[src/rtl/fifo_wptr_full.sv]
// Write-domain pointer and full-flag generator for an asynchronous FIFO.
// Publishes a registered Gray write pointer and derives full, almost-full, occupancy and overflow.
module fifo_wptr_full #(
    parameter int Datawidth = 8,
    parameter int Width     = 3,
    parameter int Depth     = 8,
    parameter int AF_LEVEL  = 6
) (
    input  logic             clk,
    input  logic             rst,
    input  logic             w_en,
    input  logic [Width:0]   wq2_rptr,
    output logic [Width-1:0] waddr,
    output logic [Width:0]   wptr,
    output logic             w_ok,
    output logic             wfull,
    output logic             almost_full,
    output logic [Width:0]   wcount,
    output logic             overflow
);

    if (Width < 2 || Depth != (1 << Width) || AF_LEVEL < 1 || AF_LEVEL > Depth || Datawidth < 1) begin : g_param_check
        $error("fifo_wptr_full: illegal parameter combination");
    end

    localparam logic [Width:0] AF_THR = (Width + 1)'(AF_LEVEL);

    function automatic logic [Width:0] gray2bin(input logic [Width:0] gray);
        logic [Width:0] bin;
        bin[Width] = gray[Width];
        for (int i = Width - 1; i >= 0; i--) begin
            bin[i] = bin[i + 1] ^ gray[i];
        end
        return bin;
    endfunction

    logic [Width:0] wbin_q, wbin_d;
    logic [Width:0] wptr_q, wgray_d;
    logic [Width:0] wcount_q, wcount_d;
    logic [Width:0] rbin_s;
    logic           wfull_q, wfull_d;
    logic           af_q, af_d;
    logic           ovf_q, ovf_d;
    logic           w_ok_s;

    // Next-state: pointer advance, full compare against the synchronized read pointer, occupancy.
    always_comb begin
        w_ok_s   = w_en & ~wfull_q & ~rst;
        wbin_d   = wbin_q + {{Width{1'b0}}, w_ok_s};
        wgray_d  = (wbin_d >> 1) ^ wbin_d;
        rbin_s   = gray2bin(wq2_rptr);
        wcount_d = wbin_d - rbin_s;
        // Full when the next pointer equals the read pointer with its two MSBs inverted.
        wfull_d  = (wgray_d == {~wq2_rptr[Width:Width-1], wq2_rptr[Width-2:0]});
        af_d     = (wcount_d >= AF_THR);
        ovf_d    = ovf_q | (w_en & wfull_q);
    end

    // State registers with synchronous reset.
    always_ff @(posedge clk) begin
        if (rst) begin
            wbin_q   <= '0;
            wptr_q   <= '0;
            wcount_q <= '0;
            wfull_q  <= 1'b0;
            af_q     <= 1'b0;
            ovf_q    <= 1'b0;
        end else begin
            wbin_q   <= wbin_d;
            wptr_q   <= wgray_d;
            wcount_q <= wcount_d;
            wfull_q  <= wfull_d;
            af_q     <= af_d;
            ovf_q    <= ovf_d;
        end
    end

    assign waddr       = wbin_q[Width-1:0];
    assign wptr        = wptr_q;
    assign w_ok        = w_ok_s;
    assign wfull       = wfull_q;
    assign almost_full = af_q;
    assign wcount      = wcount_q;
    assign overflow    = ovf_q;

endmodule

[config.mk]
export PLATFORM = sky130hd
export DESIGN_NAME = fifo_wptr_full
export DESIGN_NICKNAME = d
export VERILOG_FILES = /design/src/rtl/fifo_wptr_full.sv
export SDC_FILE = /design/constraint.sdc
export NUM_CORES = 1
export LEC_CHECK = 0
export ABC_AREA = 1
export ABC_CLOCK_PERIOD_IN_PS = 6000
export CAP_MARGIN = 40
export CORE_UTILIZATION = 45
export CTS_CLUSTER_DIAMETER = 40
export CTS_CLUSTER_SIZE = 24
export DETAILED_ROUTE_END_ITERATION = 8
export PLACE_DENSITY = 0.77
export SLEW_MARGIN = 10
export SYNTH_ARGS = -nofsm -noshare
export SYNTH_HDL_FRONTEND = slang
export SYNTH_SLANG_ARGS = --single-unit
[constraint.sdc]
create_clock -name clk -period 6 [get_ports clk]
set_input_delay 0.6 -clock clk [delete_from_list [all_inputs] [get_ports clk]]
set_output_delay 0.6 -clock clk [all_outputs]
set_load 0.1 [all_outputs]
==> flow_metrics.tcl <==
set metrics [dict create \
    grt_max_degree 13 \
    portBuffers 21 \
    drt_wl_total_um 2020 \
    synth.most_common_cell "nand2_1" \
    cts_setup_buffers 0 \
    antenna_found_initial 0 \
    startpoint_type "primary input" \
    power_mw 0.344 \
    rsz0062_at_grt "false" \
    cts_made_buffers 3 \
    power_frac_comb 0.490 \
    cts_tree "yes" \
    cts_buffer_depth 2 \
    skew_ps 7.37 \
    syn_nets 114 \
    clkTransAtPathRegs_ps 90 \
    drc 0 \
    first_iter_violations 24 \
    drtAntennaViolNets 0 \
    synth_top_area_cell "dfxtp_1" \
    design_area_sq_mm 0.00122 \
    cap_violations 0 \
    ctsHoldBuffers 0 \
    ir_worst_vdd_uv 311 \
    hold_viol_final 0 \
    die_x_um 42.4 \
    cts.repair.resized 0 \
    num_vias 798 \
    crit_fanout 12 \
    internal_power_mw 0.200 \
    hp-class "flip-flop to flip-flop" \
    syn_to_final_growth_pct 66.3 \
    p_switching_mw 0.144 \
    dieArea_sq_mm 0.00180 \
    wire_per_inst_um 13.0 \
    drive_gt1_frac 0.150 \
    num_rows 14 \
    layout.nets 154 \
    viasPerCell 5.12 \
    tightest_slew_ps 397 \
    start_util 0.483 \
    synth.top_cell.area_share 0.381 \
    place_congestion 0.824 \
    syn_avg_cell_area_sq_um 7.28 \
    final.setup.tns_ps 0 \
    synthFlopType "dfxtp_1" \
    grt-ovfl-total 0 \
    p_per_area_mw_per_mm2 281 \
    die_h_um 42.4 \
    p_clk_frac 0.201 \
    cts_sinks 14 \
    fin_crit_ps 3150 \
    hpwl_um 1610 \
    antennaDiodeCount 0 \
    maxSlewHeadroom 0.734 \
    slew_violations 0 \
    synth_area_leaders "dfxtp_1 38%, nand2_1 16%, ha_1 8.5%, nor2_1 7.1%, inv_1 6.1%" \
    ios 22 \
    nFillCells 94 \
    design.core.area_sq_mm 0.00152 \
    worstSetupPathType "primary input to flip-flop" \
    yosys.cell_types.count 18 \
    synth_async_sr_flop_share 0 \
    whs_ps 556 \
    clk_latency_ps 290 \
    fin_crit_sh 0.525 \
    yosys-top-cells-count "31 x nand2_1, 14 x dfxtp_1, 14 x nor2_1, 12 x inv_1, 8 x nand3_1" \
    synth-edff-count 0 \
    crit_arrival_ps 3340 \
    crit_path_end_kind "flip-flop" \
    track_usage 0.246 \
    critPathRequiredTime_ps 6190 \
    leakage_nw 0.584 \
    h-tree-depth 1 \
    synth_cells 101 \
    ys_ff_latch 14 \
    ys_seq_area_frac 0.381 \
    place_area_sq_mm 0.00119 \
    grt_pass1_vias 763 \
    setup_viol 0 \
    cts-root-buf "clkbuf_4" \
    syn-cell-area_sq_um 736 \
    status "finished, final reports clean" \
    yosys_warnings 0 \
    switching_share 0.419 \
    grt_pass1_wl_um 3180 \
    max_freq_mhz 317 \
    pwr-share-seq 0.309 \
    drtPass1Iterations 4 \
]
sequential cells by signal, indices dropped and copies added, names as in the netlist:
signal,count
wfull,1
overflow,1
almost_full,1
wbin_q,4
wcount,4
wptr,3
layout by cell type (no fill, tap or decap), drive strengths merged:
| master | count |
|---|---|
| xnor2 | 2 |
| inv | 12 |
| fa | 1 |
| dfxtp | 14 |
| a21oi | 4 |
| buf | 15 |
| xor2 | 2 |
| nand2 | 31 |
| and2 | 1 |
| o21ai | 1 |
| nand4 | 2 |
| nor2 | 14 |
| nand3b | 2 |
| nor2b | 1 |
| nand3 | 8 |
| clkbuf | 4 |
| ha | 5 |
| clkdlybuf4s50 | 21 |
stage by stage:
| step | util | std cells | setup slack (ps) |
|---|---|---|---|
| global route | 0.803 | 156 | 2550 |
| detailed placement | 0.779 | 152 | 2570 |
| finish | 0.803 | 156 | 2850 |
| global placement | 0.631 | 137 | 2680 |
| floorplan | - | 101 | 2140 |
| CTS | 0.803 | 156 | 2880 |
critical path: stages:
cell and delay, ps:
clkdlybuf4s50_1 610, inv_1 210, nand2_1 70, nor2_1 150
ha_1 250, ha_1 210, inv_1 60, nand2_1 50
nand2_1 130, ha_1 370, a21oi_1 190, nor2b_1 170
nand3_1 100, nand3_1 120, nand2_1 50
area by class of cell:
cell class	count	area, sq um	area share
repair buffers	36	435	0.356
multi-input cells	74	407	0.332
well taps	16	20.0	0.0164
inverters	12	45.0	0.0368
clock buffers	4	36.3	0.0297
flip-flops and latches	14	280	0.229
power groups by stage:
stage | registers [mW] | logic, mW | clock network, mW
final | 0.106 | 0.168 | 0.0692
after global routing | 0.107 | 0.176 | 0.0733
after CTS | 0.106 | 0.169 | 0.0693
after detailed placement | 0.108 | 0.168 | 0
after global placement | 0.107 | 0.134 | 0
after floorplan | 0.176 | 0.0358 | 0
cell families (layout without fill, tap and decap cells):
kind of cell,Yosys count,count (layout),share of synthesized area
buffers and inverters,13,52,0.0663
adders and majority gates,6,6,0.112
AOI/OAI and AO/OA,5,5,0.0340
xor gates and xnor gates,4,4,0.0680
and+or+nand+nor,59,59,0.338
DFF,14,14,0.381
layer usage:
layer  vias to the layer above  global-route usage  share of wire
li1                        397                   -              -
met1                       370               0.279           0.39
met5                         -                   0              0
met3                         5              0.0388          0.034
met2                        26               0.443           0.55
met4                         0               0.113          0.020
path summary, 6_finish.rpt:
path / from / end / slack, ps / cells past startpoint
min: overflow / overflow / 560 / 2
max: rst / almost_full / 2850 / 15
max reg2reg: wfull / almost_full / 3710 / 12
min reg2reg: overflow / overflow / 560 / 2
Note: power is estimated with default switching activity, not from simulation.
==> RTL change 1, RTL diff (same settings) <==
Reset style: asynchronous (`rst`), changed in one clocked block. Comments in the files are not updated.
--- a/src/rtl/fifo_wptr_full.sv
+++ b/src/rtl/fifo_wptr_full.sv
@@ -59,3 +59,3 @@
     // State registers with synchronous reset.
-    always_ff @(posedge clk) begin
+    always_ff @(posedge clk or posedge rst) begin
         if (rst) begin
Behaviour: differs if rst is asserted again (counterexample within 4 cycles, from zero or initial values and one cycle with rst high); with rst held inactive, the same outputs for 10 cycles.
==> RTL change 1 against the unedited design <==
  * Worst setup slack gained 0.11 ns
  * Utilization decreased by 0.18 points
  * Sequential share of layout area increased by 5.5 points
  * Sequential cell count unchanged
  * Synthesized area is 2.9% higher
  * Routed wire length is 10% lower
  * Via count is 13% lower
  * Final area increased by 0.92%
  * Die area grew 2.8%
  * Count of clock-buffer cells in the layout decreased by 1
  * Register-to-register slack better by 0.05 ns
  * Largest cell class unchanged
Power is left out: the tool's default activity adds up to more than one toggle a clock period on the data nets, which glitch-free logic cannot reach.
==> RTL change 1: results <==
export IMPL_finalNetCount=137
export IMPL_critical_path_max_stage_delay_ns=0.40
export IMPL_postCtsResizedCells=0
export IMPL_r2r_end="almost_full$_DFF_PP0_"
export IMPL_rr_startpoint="wfull$_DFF_PP0_"
export IMPL_ys_types=16
export IMPL_avgViaCountPerCell=5.06
export IMPL_clk_latency_ns=0.28
export IMPL_synth_compound_area_share=0.0264
export IMPL_fill_cells=86
export IMPL_worst_pin_slew_ns=0.539
export IMPL_async_reset_ff_frac=1.00
export IMPL_r2r_cells=11
export IMPL_synthXorXnorAreaFrac=0.0893
export IMPL_ys_top_cells_by_count="nand2_1, inv_1, dfrtp_1"
export IMPL_drive_above_1_share=0.205
export IMPL_cp_slowest_cell="inv_1"
export IMPL_dp_hpwl_mm=1.49
export IMPL_cp_data_arrival_time_ns=3.21
export IMPL_yosysSeqAreaShare=0.463
export IMPL_yosys_top_cells_area="dfrtp_1, nand2_1, ha_1, nand3_1, inv_1"
export IMPL_drt_iter0_markers=32
export IMPL_port_buffers=21
export IMPL_gp_congestion=0.849
export IMPL_grt_max_degree=16
export IMPL_whs_path_depth=1
export IMPL_worst_hold_path_endpoint="overflow$_DFF_PP0_"
export IMPL_synth_fa_ha_area_frac=0.109
export IMPL_status="completed"
export IMPL_r2r_slack_ns=3.76
export IMPL_wl_per_cell_um=13.2
export IMPL_cp_max_fo=15
export IMPL_cts_reportedPaths_clkPinSlew_ns=0.08
export IMPL_finClkSkew_ns=0.00335
export IMPL_grt_total_usage=0.234
export IMPL_cts_buffers_inserted=3
export IMPL_grt_pass1_wl_mm=3.05
export IMPL_syn_num_nets=96
export IMPL_cp_top_family="buffers and inverters"
export IMPL_min_from="overflow$_DFF_PP0_"
export IMPL_grt_pass1_vias=656
## RTL change 1: cell types whose count changed after synthesis, moves of 12 or more
cell and delta:
dfxtp_1 -14, dfrtp_1 +14, nand2_1 -12, nor2_1 -12
## RTL change 1: worst max path at each step
stage                     from               endpoint  cells after the start
final                      rst  almost_full$_DFF_PP0_                     14
after CTS                  rst  almost_full$_DFF_PP0_                     14
after global placement     rst                   w_ok                      5
after detailed placement   rst  almost_full$_DFF_PP0_                     14
after global routing       rst  almost_full$_DFF_PP0_                     14
after floorplan            rst  almost_full$_DFF_PP0_                     13
## RTL change 1: logic make-up after synthesis
logic type               count (synthesis)
flip-flops                              14
AO/OA/AOI/OAI                            3
adder cells (fa/ha/maj)                  6
XOR/XNOR                                 6
AND/OR/NAND/NOR                         38
buffers and inverters                   16
## RTL change 1: stage by stage
stage / hold WS [ns] / instance area, sq um / setup slack [ns] / utilization / instances
after global routing: 0.531 / 1230 / 2.70 / 0.801 / 138
final: 0.502 / 1230 / 2.95 / 0.801 / 138
after floorplan: 0.497 / 757 / 2.06 / - / 83
after CTS: 0.520 / 1230 / 2.94 / 0.801 / 138
after detailed placement: 0.501 / 1210 / 2.66 / 0.787 / 135
after global placement: 0.438 / 987 / 2.61 / 0.640 / 120
## RTL change 1: cell type report
type,instances,area share
clock buffer,3,0.0182
multi-input combinational,53,0.281
inverter,16,0.0486
sequential,14,0.284
timing repair buffer,36,0.353
tap,16,0.0162
## RTL change 1: worst reg2reg max path, cell delays in order (launching register included)
cell     delay [ns]
dfrtp_1        0.40
nor2_1         0.16
ha_1           0.26
ha_1           0.24
inv_1          0.09
nand2_1        0.06
nand2_1        0.14
ha_1           0.36
a21oi_1        0.21
inv_1          0.06
nand2_1        0.08
nand3_1        0.06
## RTL change 1: layer usage
layer,part of all wire,wire length [um],track usage
met4,0.019,34,0.0909
met5,0,0,0
met1,0.41,744,0.298
met3,0.045,82,0.0511
met2,0.53,954,0.385
==> RTL change 2, RTL diff (same settings) <==
Made on the original files. Change the parameter `AF_LEVEL` from 6 to 3.
--- a/src/rtl/fifo_wptr_full.sv
+++ b/src/rtl/fifo_wptr_full.sv
@@ -6,3 +6,3 @@
     parameter int Depth     = 8,
-    parameter int AF_LEVEL  = 6
+    parameter int AF_LEVEL  = 3
 ) (
Function: changed (Yosys sat finds a counterexample within 4 cycles, from zero or initial values and one cycle with rst high).
==> RTL change 2 against the unedited design <==
  * The flow now finishes with violations (design-rule violations)
  * Non-clock buffer count stayed put
  * Critical path depth is 9 lower
  * Via count is 9.6% higher
  * Synthesized area is 7.7% higher
  * Total power is 3.2% higher
  * Sequential share of layout area is 0.81 points lower
  * Worst hold slack worse by 0.069 ns
  * Routed wire length is 14% higher
  * Global-route usage is 3.3 points higher
  * Cell count is 3.8% higher
  * Final area is 3.7% higher
  * Combinational power is 7% higher
  * Sequential cell count stayed put
  * Worst setup slack better by 0.026 ns
==> RTL change 2: results <==
export IMPL_cp_slowest_cell="clkdlybuf4s50_1"
export IMPL_ant_nets=0
export IMPL_grt_pass1_wl_mm=3.79
export IMPL_postCtsSetupRepairBufs=0
export IMPL_antenna_found_initial=0
export IMPL_dp_hpwl_mm=1.76
export IMPL_r2r_end="almost_full$_SDFF_PP0_"
export IMPL_use_met2=0.537
export IMPL_grt_max_degree=14
export IMPL_fmax_ghz=0.320
export IMPL_worst_hold_path_endpoint="overflow$_SDFF_PP0_"
export IMPL_p_leak_nw=0.604
export IMPL_r2r_slack_ns=3.87
export IMPL_gp_congestion=0.917
export IMPL_postCtsResizedCells=0
export IMPL_finClkSkew_ns=0.00891
export IMPL_clock_path_buffers=2
export IMPL_status="complete, but fails checks"
export IMPL_yosys_top_cells_area="dfxtp_1, nand2_1, nand3_1, ha_1, inv_1"
export IMPL_highest_layer="met4"
export IMPL_drt_iter0_markers=44
export IMPL_drive_above_1_share=0.212
export IMPL_wl_per_cell_um=14.2
export IMPL_grtUsageMet3=0.0292
export IMPL_avgViaCountPerCell=5.40
export IMPL_violations="design-rule violations"
export IMPL_clk_latency_ns=0.29
export IMPL_crit_end="w_ok"
export IMPL_grt_total_usage=0.278
export IMPL_finalNetCount=160
export IMPL_drtPass1Iterations=8
export IMPL_ys_top_cells_by_count="nand2_1, dfxtp_1, nand3_1"
export IMPL_met1_usage=0.273
export IMPL_ys_types=20
export IMPL_dr_wl_met3_um=139
export IMPL_yosysTopAreaCell="dfxtp_1"
export IMPL_cts_reportedPaths_clkPinSlew_ns=0.08
export IMPL_avgSynthCellArea_sq_um=7.33
export IMPL_whs_path_depth=2
export IMPL_diodes=0
export IMPL_r2r_cells=10
export IMPL_drt_met1_wl_um=768
export IMPL_dpl_cell_area_sq_um=1230
export IMPL_async_reset_ff_frac=0
export IMPL_worstHoldPathType="flip-flop to flip-flop"
export IMPL_post_place_ws_ns=2.71
export IMPL_cp_top_family="buffers and inverters"
export IMPL_rr_startpoint="wfull$_SDFF_PP0_"
export IMPL_yosys_warnings=0
export IMPL_cp_max_fo=13
export IMPL_vdd_ir_drop_worst_mv=0.166
export IMPL_critical_path_max_stage_delay_ns=0.66
export IMPL_vias=875
export IMPL_drc=1
export IMPL_holdWs_ns=0.486
export IMPL_slew_headroom=0.677
export IMPL_wl_met2_mm=1.29
export IMPL_cp_data_arrival_time_ns=2.53
export IMPL_yosysSeqAreaShare=0.354
export IMPL_syn_num_nets=121
==> RTL change 2: power breakdown <==
| part | internal [mW] | switching (mW) |
|---|---|---|
| sequential | 0.103 | 0.00369 |
| clock | 0.0370 | 0.0320 |
| combinational | 0.0633 | 0.116 |
==> RTL change 2: final cells by class <==
class / instances / area, sq um
clock buffer: 4 / 36.3
fill: 111 / 308
inverter: 16 / 61.3
multi-input combinational: 76 / 435
sequential: 14 / 280
tap: 16 / 20.0
timing repair buffer: 36 / 435
==> RTL change 2: logic make-up after synthesis <==
logic type | Yosys count | share of synthesized area
AO/OA/AOI/OAI | 5 | 0.0316
flip-flops | 14 | 0.354
AND/OR/NAND/NOR | 61 | 0.351
buffers and inverters | 18 | 0.0964
adder cells (fa/ha/maj) | 6 | 0.104
XOR/XNOR | 4 | 0.0632
